File: config.mk
export PLATFORM = sky130hd
export DESIGN_NAME = axis_rr_arbiter
export DESIGN_NICKNAME = d
export VERILOG_FILES = /design/src/rtl/axis_arb_pkg.sv /design/src/rtl/axis_rr_pick.sv /design/src/rtl/axis_rr_arbiter.sv
export SDC_FILE = /design/constraint.sdc
export NUM_CORES = 1
export LEC_CHECK = 0
export ABC_AREA = 1
export ABC_CLOCK_PERIOD_IN_PS = 1900
export BUFFER_PORTS_ARGS = -buffer_cell sky130_fd_sc_hd__buf_2
export CORE_MARGIN = 2
export CORE_UTILIZATION = 41
export CTS_CLUSTER_SIZE = 8
export DETAILED_ROUTE_END_ITERATION = 8
export PLACE_DENSITY = 0.85
export SETUP_SLACK_MARGIN = 0.2
export SLEW_MARGIN = 20
export SYNTH_ARGS = -nofsm -noshare
export SYNTH_HDL_FRONTEND = slang
export SYNTH_HIERARCHICAL = 1
export SYNTH_SLANG_ARGS = --single-unit
File: constraint.sdc
create_clock -name aclk -period 1.9 [get_ports aclk]
set_clock_uncertainty 0.05 [all_clocks]
set_input_delay 0.19 -clock aclk [delete_from_list [all_inputs] [get_ports aclk]]
set_output_delay 0.19 -clock aclk [all_outputs]
set_load 0.005 [all_outputs]
File: src/rtl/axis_arb_pkg.sv
// Shared types, constants and the rotate-priority search used by the AXI-Stream arbiter.
package axis_arb_pkg;

  localparam int STAT_W  = 32;
  localparam int TMO_W   = 16;
  localparam int MAX_SRC = 8;
  localparam int PICK_W  = 3;

  typedef enum logic {IDLE, GRANT} arb_state_e;

  typedef struct packed {
    logic              found;
    logic [PICK_W-1:0] idx;
  } pick_t;

  // First set bit of valid searching ptr+1, ptr+2, ... modulo n (n <= MAX_SRC).
  function automatic pick_t rr_pick(input logic [MAX_SRC-1:0] valid,
                                    input logic [PICK_W-1:0]  ptr,
                                    input int                 n);
    pick_t           r;
    logic [PICK_W:0] cand;
    r = '0;
    for (int k = 1; k <= MAX_SRC; k++) begin
      cand = {1'b0, ptr} + (PICK_W+1)'(k);
      if (cand >= (PICK_W+1)'(n)) cand = cand - (PICK_W+1)'(n);
      if ((k <= n) && !r.found && valid[cand[PICK_W-1:0]]) begin
        r.found = 1'b1;
        r.idx   = cand[PICK_W-1:0];
      end
    end
    return r;
  endfunction

endpackage

File: src/rtl/axis_rr_pick.sv
// Combinational rotate-priority encoder: picks the next requesting source after ptr_i.
module axis_rr_pick
  import axis_arb_pkg::*;
#(
  parameter  int NUM_SRC = 2,
  localparam int ID_W    = (NUM_SRC > 1) ? $clog2(NUM_SRC) : 1
) (
  input  logic [NUM_SRC-1:0] valid_i,
  input  logic [ID_W-1:0]    ptr_i,
  output logic               found_o,
  output logic [ID_W-1:0]    sel_o
);

  pick_t pick;

  always_comb begin
    pick    = rr_pick(MAX_SRC'(valid_i), PICK_W'(ptr_i), NUM_SRC);
    found_o = pick.found;
    sel_o   = ID_W'(pick.idx);
  end

endmodule

File: src/rtl/axis_rr_arbiter.sv
// Round-robin arbiter sharing one AXI-Stream sink between NUM_SRC sources in bursts.
// Per-source beat/timeout statistics are built when AXIS_ARB_STATS_EN is defined.
module axis_rr_arbiter
  import axis_arb_pkg::*;
#(
  parameter  int NUM_SRC      = 2,
  parameter  int DATA_WIDTH   = 32,
  parameter  int BURST_LEN    = 16,
  parameter  int IDLE_TIMEOUT = 4,
  localparam int ID_W         = (NUM_SRC > 1) ? $clog2(NUM_SRC) : 1
) (
  input  logic                          aclk,
  input  logic                          areset,
  input  logic                          arb_en,
  input  logic [NUM_SRC*DATA_WIDTH-1:0] s_axis_tdata,
  input  logic [NUM_SRC-1:0]            s_axis_tvalid,
  output logic [NUM_SRC-1:0]            s_axis_tready,
  output logic [DATA_WIDTH-1:0]         m_axis_tdata,
  output logic                          m_axis_tvalid,
  input  logic                          m_axis_tready,
  output logic [ID_W-1:0]               m_axis_tid,
  output logic                          grant_active
`ifdef AXIS_ARB_STATS_EN
  ,
  output logic [NUM_SRC*STAT_W-1:0]     stat_beats,
  output logic [NUM_SRC*TMO_W-1:0]      stat_timeouts
`endif
);

  localparam int              BC_W      = (BURST_LEN > 1) ? $clog2(BURST_LEN) : 1;
  localparam int              IC_W      = 8;
  localparam logic [BC_W-1:0] BEAT_LAST = BC_W'(BURST_LEN - 1);
  localparam logic [IC_W-1:0] IDLE_LAST = IC_W'(IDLE_TIMEOUT - 1);

  arb_state_e            state_q, state_d;
  logic [ID_W-1:0]       grant_q, grant_d;
  logic [ID_W-1:0]       rr_ptr_q, rr_ptr_d;
  logic [BC_W-1:0]       beat_cnt_q, beat_cnt_d;
  logic [IC_W-1:0]       idle_cnt_q, idle_cnt_d;
  logic                  pick_found;
  logic [ID_W-1:0]       pick_sel;
  logic [DATA_WIDTH-1:0] src_data [NUM_SRC];
  logic                  gnt_valid;
  logic                  xfer;
  logic                  timeout_rel;
  logic [NUM_SRC-1:0]    tready_raw;
  logic                  tvalid_raw;

  for (genvar i = 0; i < NUM_SRC; i++) begin : g_src
    assign src_data[i] = s_axis_tdata[i*DATA_WIDTH +: DATA_WIDTH];
  end

  axis_rr_pick #(.NUM_SRC(NUM_SRC)) u_pick (
    .valid_i (s_axis_tvalid),
    .ptr_i   (rr_ptr_q),
    .found_o (pick_found),
    .sel_o   (pick_sel)
  );

  assign grant_active = (state_q == GRANT);
  assign gnt_valid    = s_axis_tvalid[grant_q];
  assign xfer         = grant_active & gnt_valid & m_axis_tready;
  assign timeout_rel  = grant_active & ~gnt_valid & (idle_cnt_q == IDLE_LAST);

  always_comb begin
    state_d    = state_q;
    grant_d    = grant_q;
    rr_ptr_d   = rr_ptr_q;
    beat_cnt_d = beat_cnt_q;
    idle_cnt_d = idle_cnt_q;
    tready_raw = '0;
    tvalid_raw = 1'b0;
    case (state_q)
      IDLE: begin
        if (arb_en && pick_found) begin
          grant_d    = pick_sel;
          rr_ptr_d   = pick_sel;
          beat_cnt_d = '0;
          idle_cnt_d = '0;
          state_d    = GRANT;
        end
      end
      GRANT: begin
        tvalid_raw          = gnt_valid;
        tready_raw[grant_q] = m_axis_tready;
        // Backpressure keeps tvalid high, so it never counts toward the timeout.
        idle_cnt_d = gnt_valid ? '0 : idle_cnt_q + 1'b1;
        if (xfer) beat_cnt_d = beat_cnt_q + 1'b1;
        if ((xfer && (beat_cnt_q == BEAT_LAST)) || timeout_rel) state_d = IDLE;
      end
      default: state_d = IDLE;
    endcase
  end

  always_ff @(posedge aclk) begin
    if (areset) begin
      state_q    <= IDLE;
      grant_q    <= '0;
      rr_ptr_q   <= ID_W'(NUM_SRC - 1);
      beat_cnt_q <= '0;
      idle_cnt_q <= '0;
    end else begin
      state_q    <= state_d;
      grant_q    <= grant_d;
      rr_ptr_q   <= rr_ptr_d;
      beat_cnt_q <= beat_cnt_d;
      idle_cnt_q <= idle_cnt_d;
    end
  end

  // Handshakes are masked while reset is held so an aborted burst moves no beat.
  assign s_axis_tready = areset ? '0 : tready_raw;
  assign m_axis_tvalid = tvalid_raw & ~areset;
  assign m_axis_tdata  = src_data[grant_q];
  assign m_axis_tid    = grant_q;

`ifdef AXIS_ARB_STATS_EN
  logic [NUM_SRC-1:0][STAT_W-1:0] beats_q;
  logic [NUM_SRC-1:0][TMO_W-1:0]  timeouts_q;

  always_ff @(posedge aclk) begin
    if (areset) begin
      beats_q    <= '0;
      timeouts_q <= '0;
    end else begin
      if (xfer) beats_q[grant_q] <= beats_q[grant_q] + 1'b1;
      if (timeout_rel && (timeouts_q[grant_q] != '1))
        timeouts_q[grant_q] <= timeouts_q[grant_q] + 1'b1;
    end
  end

  assign stat_beats    = beats_q;
  assign stat_timeouts = timeouts_q;
`else
  // Without statistics the arbiter carries no per-source counter state.
`endif

endmodule

==> flow_summary_export.csv <==
group,metric,value,unit
global_route,grt_start_max_net_pins,37,
critical_path,path_max_fanout,35,
sta,rsz0062_at_grt,"false",
flow_run,cap_violations,0,
placed_design,dp_hpwl,2930,um
clock_tree,cts.root.buffer_cell,"clkbuf_4",
global_route,grt_overflow,0,
floorplanning,die_area,0.00353,mm2
power_and_ir_drop,ir_worst_vdd,374,uV
yosys,yosysTopAreaCellShare,38.4,%
critical_path,cp_num_buf_inv,2,
clock_tree,ctsHoldBuffers,0,
floorplanning,start_util,42.3,%
sta,finalSetupTns,0,ns
finish,final_util,61.5,%
sta,min_period,1.54,ns
critical_path,r2r_slack,0.60,ns
floorplanning,die_h,59.4,um
critical_path,rr_startpoint,"m_axis_tid",
status,status,"completed",
yosys,synth_cell_types,23,
global_route,antenna_found_initial,0,
floorplanning,coreArea,0.00298,mm2
route,drc_errors,0,
floorplanning,ios,107,
placed_design,dp.cells,363,
yosys,async_flop_share,0,%
critical_path,crit_required,1.66,ns
clock_tree,tritoncts,"built",
critical_path,r2r_cells,8,
yosys,synth_ff_type,"dfxtp_1",
finish,final_cell_count_no_fill,367,
floorplanning,die_w,59.4,um
finish,nNetsFinal,407,
yosys,yosysSeqAreaShare,23.8,%
power_and_ir_drop,leakage,0.00108,uW
worst_hold_path,hold-path-endpoint,"idle_cnt_q[1]",
sta,setup_viol,0,
clock_tree,cts-buffers-inserted,3,
finish,final_area,0.00183,mm2
critical_path,max_stage_delay,0.41,ns
worst_hold_path,min_path_type,"in -> reg",
yosys,syn_area_per_cell,5.45,um2
global_route,grt_pass1_wl,5380,um
sta,hold_violations,0,
yosys,ys_ff_latch,15,
critical_path,crit_arrival,1.30,ns
sta,max_freq,0.649,GHz
route,drt_iter0_drc,71,
worst_hold_path,hp-start,"areset",
placed_design,placed_cell_area,0.00180,mm2
sta,period_share,81.2,%
power_and_ir_drop,p_total,799,uW
clock_tree,cts_setup_buffers,0,
critical_path,critPathLaunchType,"flop",
clock_tree,clk_pin_slew,0.10,ns
floorplanning,num_rows,20,
route,routed_via_density,4.65,
yosys,synth_fp_nets,303,
route,wl_per_cell,9.95,um
critical_path,cpMaxStageDelayCell,"dfxtp_1",
yosys,synth_top_cell_by_area,"nand2_1",
route,vias,1705,
placed_design,gp_congestion,0.817,
power_and_ir_drop,power_density,436,mW/mm2
critical_path,worstPathCellList,"buf_6, nand2_1, nand2_1, nor3_1, buf_2",
finish,antenna_cells,0,
route,drt.antenna.violating_nets,0,
yosys,synth.area.top_cells,"nand2_1, dfxtp_1, a21oi_1",
finish,syn_to_final_growth,45.3,%
sta,slew_viol_final,0,
sta,maxSlewHeadroom,76.9,%
global_route,grt_pass1_vias,1259,
critical_path,crit_top_cell,"nand2_1",
clock_tree,ctsResizeCount,0,
critical_path,worstSetupPathType,"reg -> out",
route,wl,3650,um
worst_hold_path,hold-path-cell-count,2,
critical_path,r2r_end,"beat_cnt_q[3]",
sta,worst_pin_slew,0.347,ns
critical_path,crit_family,"flip-flops",
clock_tree,cts_num_sinks,15,
finish,drive_above_1_share,35.9,%
placed_design,place.port_buffers,106,
clock_tree,htree_levels,1,
route,drt_first_pass_iters,4,
yosys,synth_edf_count,0,
yosys,syn_area,0.00126,mm2
critical_path,setup.worst_path.end_class,"output pin",
clock_tree,clk_path_buf_depth,2,
yosys,yosys_warnings,6,
yosys,netlist_instances,231,
global_route,track_usage,19.3,%
clock_tree,insertion_delay,0.29,ns
## sequential cells by signal (all words and copies together) (netlist names)
signal / count
beat_cnt_q: 4
rr_ptr_q: 1
grant_active: 1
idle_cnt_q: 8
m_axis_tid: 1
## worst max-delay path by stage
stage	depth (start not counted)	slack [ns]	from	end
2_1_floorplan	5	0.73	m_axis_tid	m_axis_tdata[10]
3_5_place_dp	5	0.60	m_axis_tid	m_axis_tvalid
3_3_place_gp	5	0.61	m_axis_tid	m_axis_tvalid
5_1_grt	5	0.23	m_axis_tid	m_axis_tvalid
6_report	5	0.36	m_axis_tid	m_axis_tvalid
4_1_cts	5	0.27	m_axis_tid	m_axis_tvalid
## synthesized netlist by cell type (2+ instances only)
master	n
o21ai_0	5
buf_2	2
nand3_1	11
a21oi_1	14
clkbuf_1	5
o31ai_1	2
inv_1	17
nand2_1	129
nor2_1	9
dfxtp_1	15
ha_1	2
nand4_1	2
nand2_4	4
nor3_1	5
## where the power goes
group | leakage, uW | internal (uW) | switching, uW
combinational | 0.000943 | 136 | 147
clock | 0.0000177 | 78.4 | 109
sequential | 0.000122 | 322 | 6.98
total | 0.00108 | 537 | 262
## final cells by class
cell class	instances	area, um2
Fill cell	300	1150
Inverter	19	73.8
Sequential cell	15	300
Multi-Input combinational cell	189	846
Clock buffer	3	22.5
Timing Repair Buffer	107	542
Clock inverter	1	5.00
Tap cell	33	41.3
## through the flow
stage          hold WS (ns)  worst slack, ns
2_1_floorplan         0.296            0.729
3_3_place_gp          0.399            0.610
3_5_place_dp          0.404            0.598
4_1_cts               0.153            0.270
5_1_grt               0.175            0.231
6_report              0.165            0.358
## logic make-up after synthesis
| group | share of synthesized area [%] |
|---|---|
| simple gates | 55.4 |
| buf+inv | 9.04 |
| compound gates | 9.73 |
| flops | 23.8 |
| fa+ha+maj | 1.99 |
## placed cells by master, fill, tap and decap left out, drive strengths merged
cell type and instances:
buf 107, nor2 11, nand4 2, nor3 5, o22ai 1, ha 2, o31ai 2, nand2 133
a21oi 14, clkbuf 3, o21ai 5, clkinv 1, dfxtp 15, nand3 12, inv 19, or2 1
a31oi 1
## metal layers
layer  share of wire [%]  track usage (%)
met5                   0                0
met4                0.99             7.79
met3                 6.7             3.28
met1                  46             26.1
met2                  47             30.3
Power figures use the tool's default switching activity.
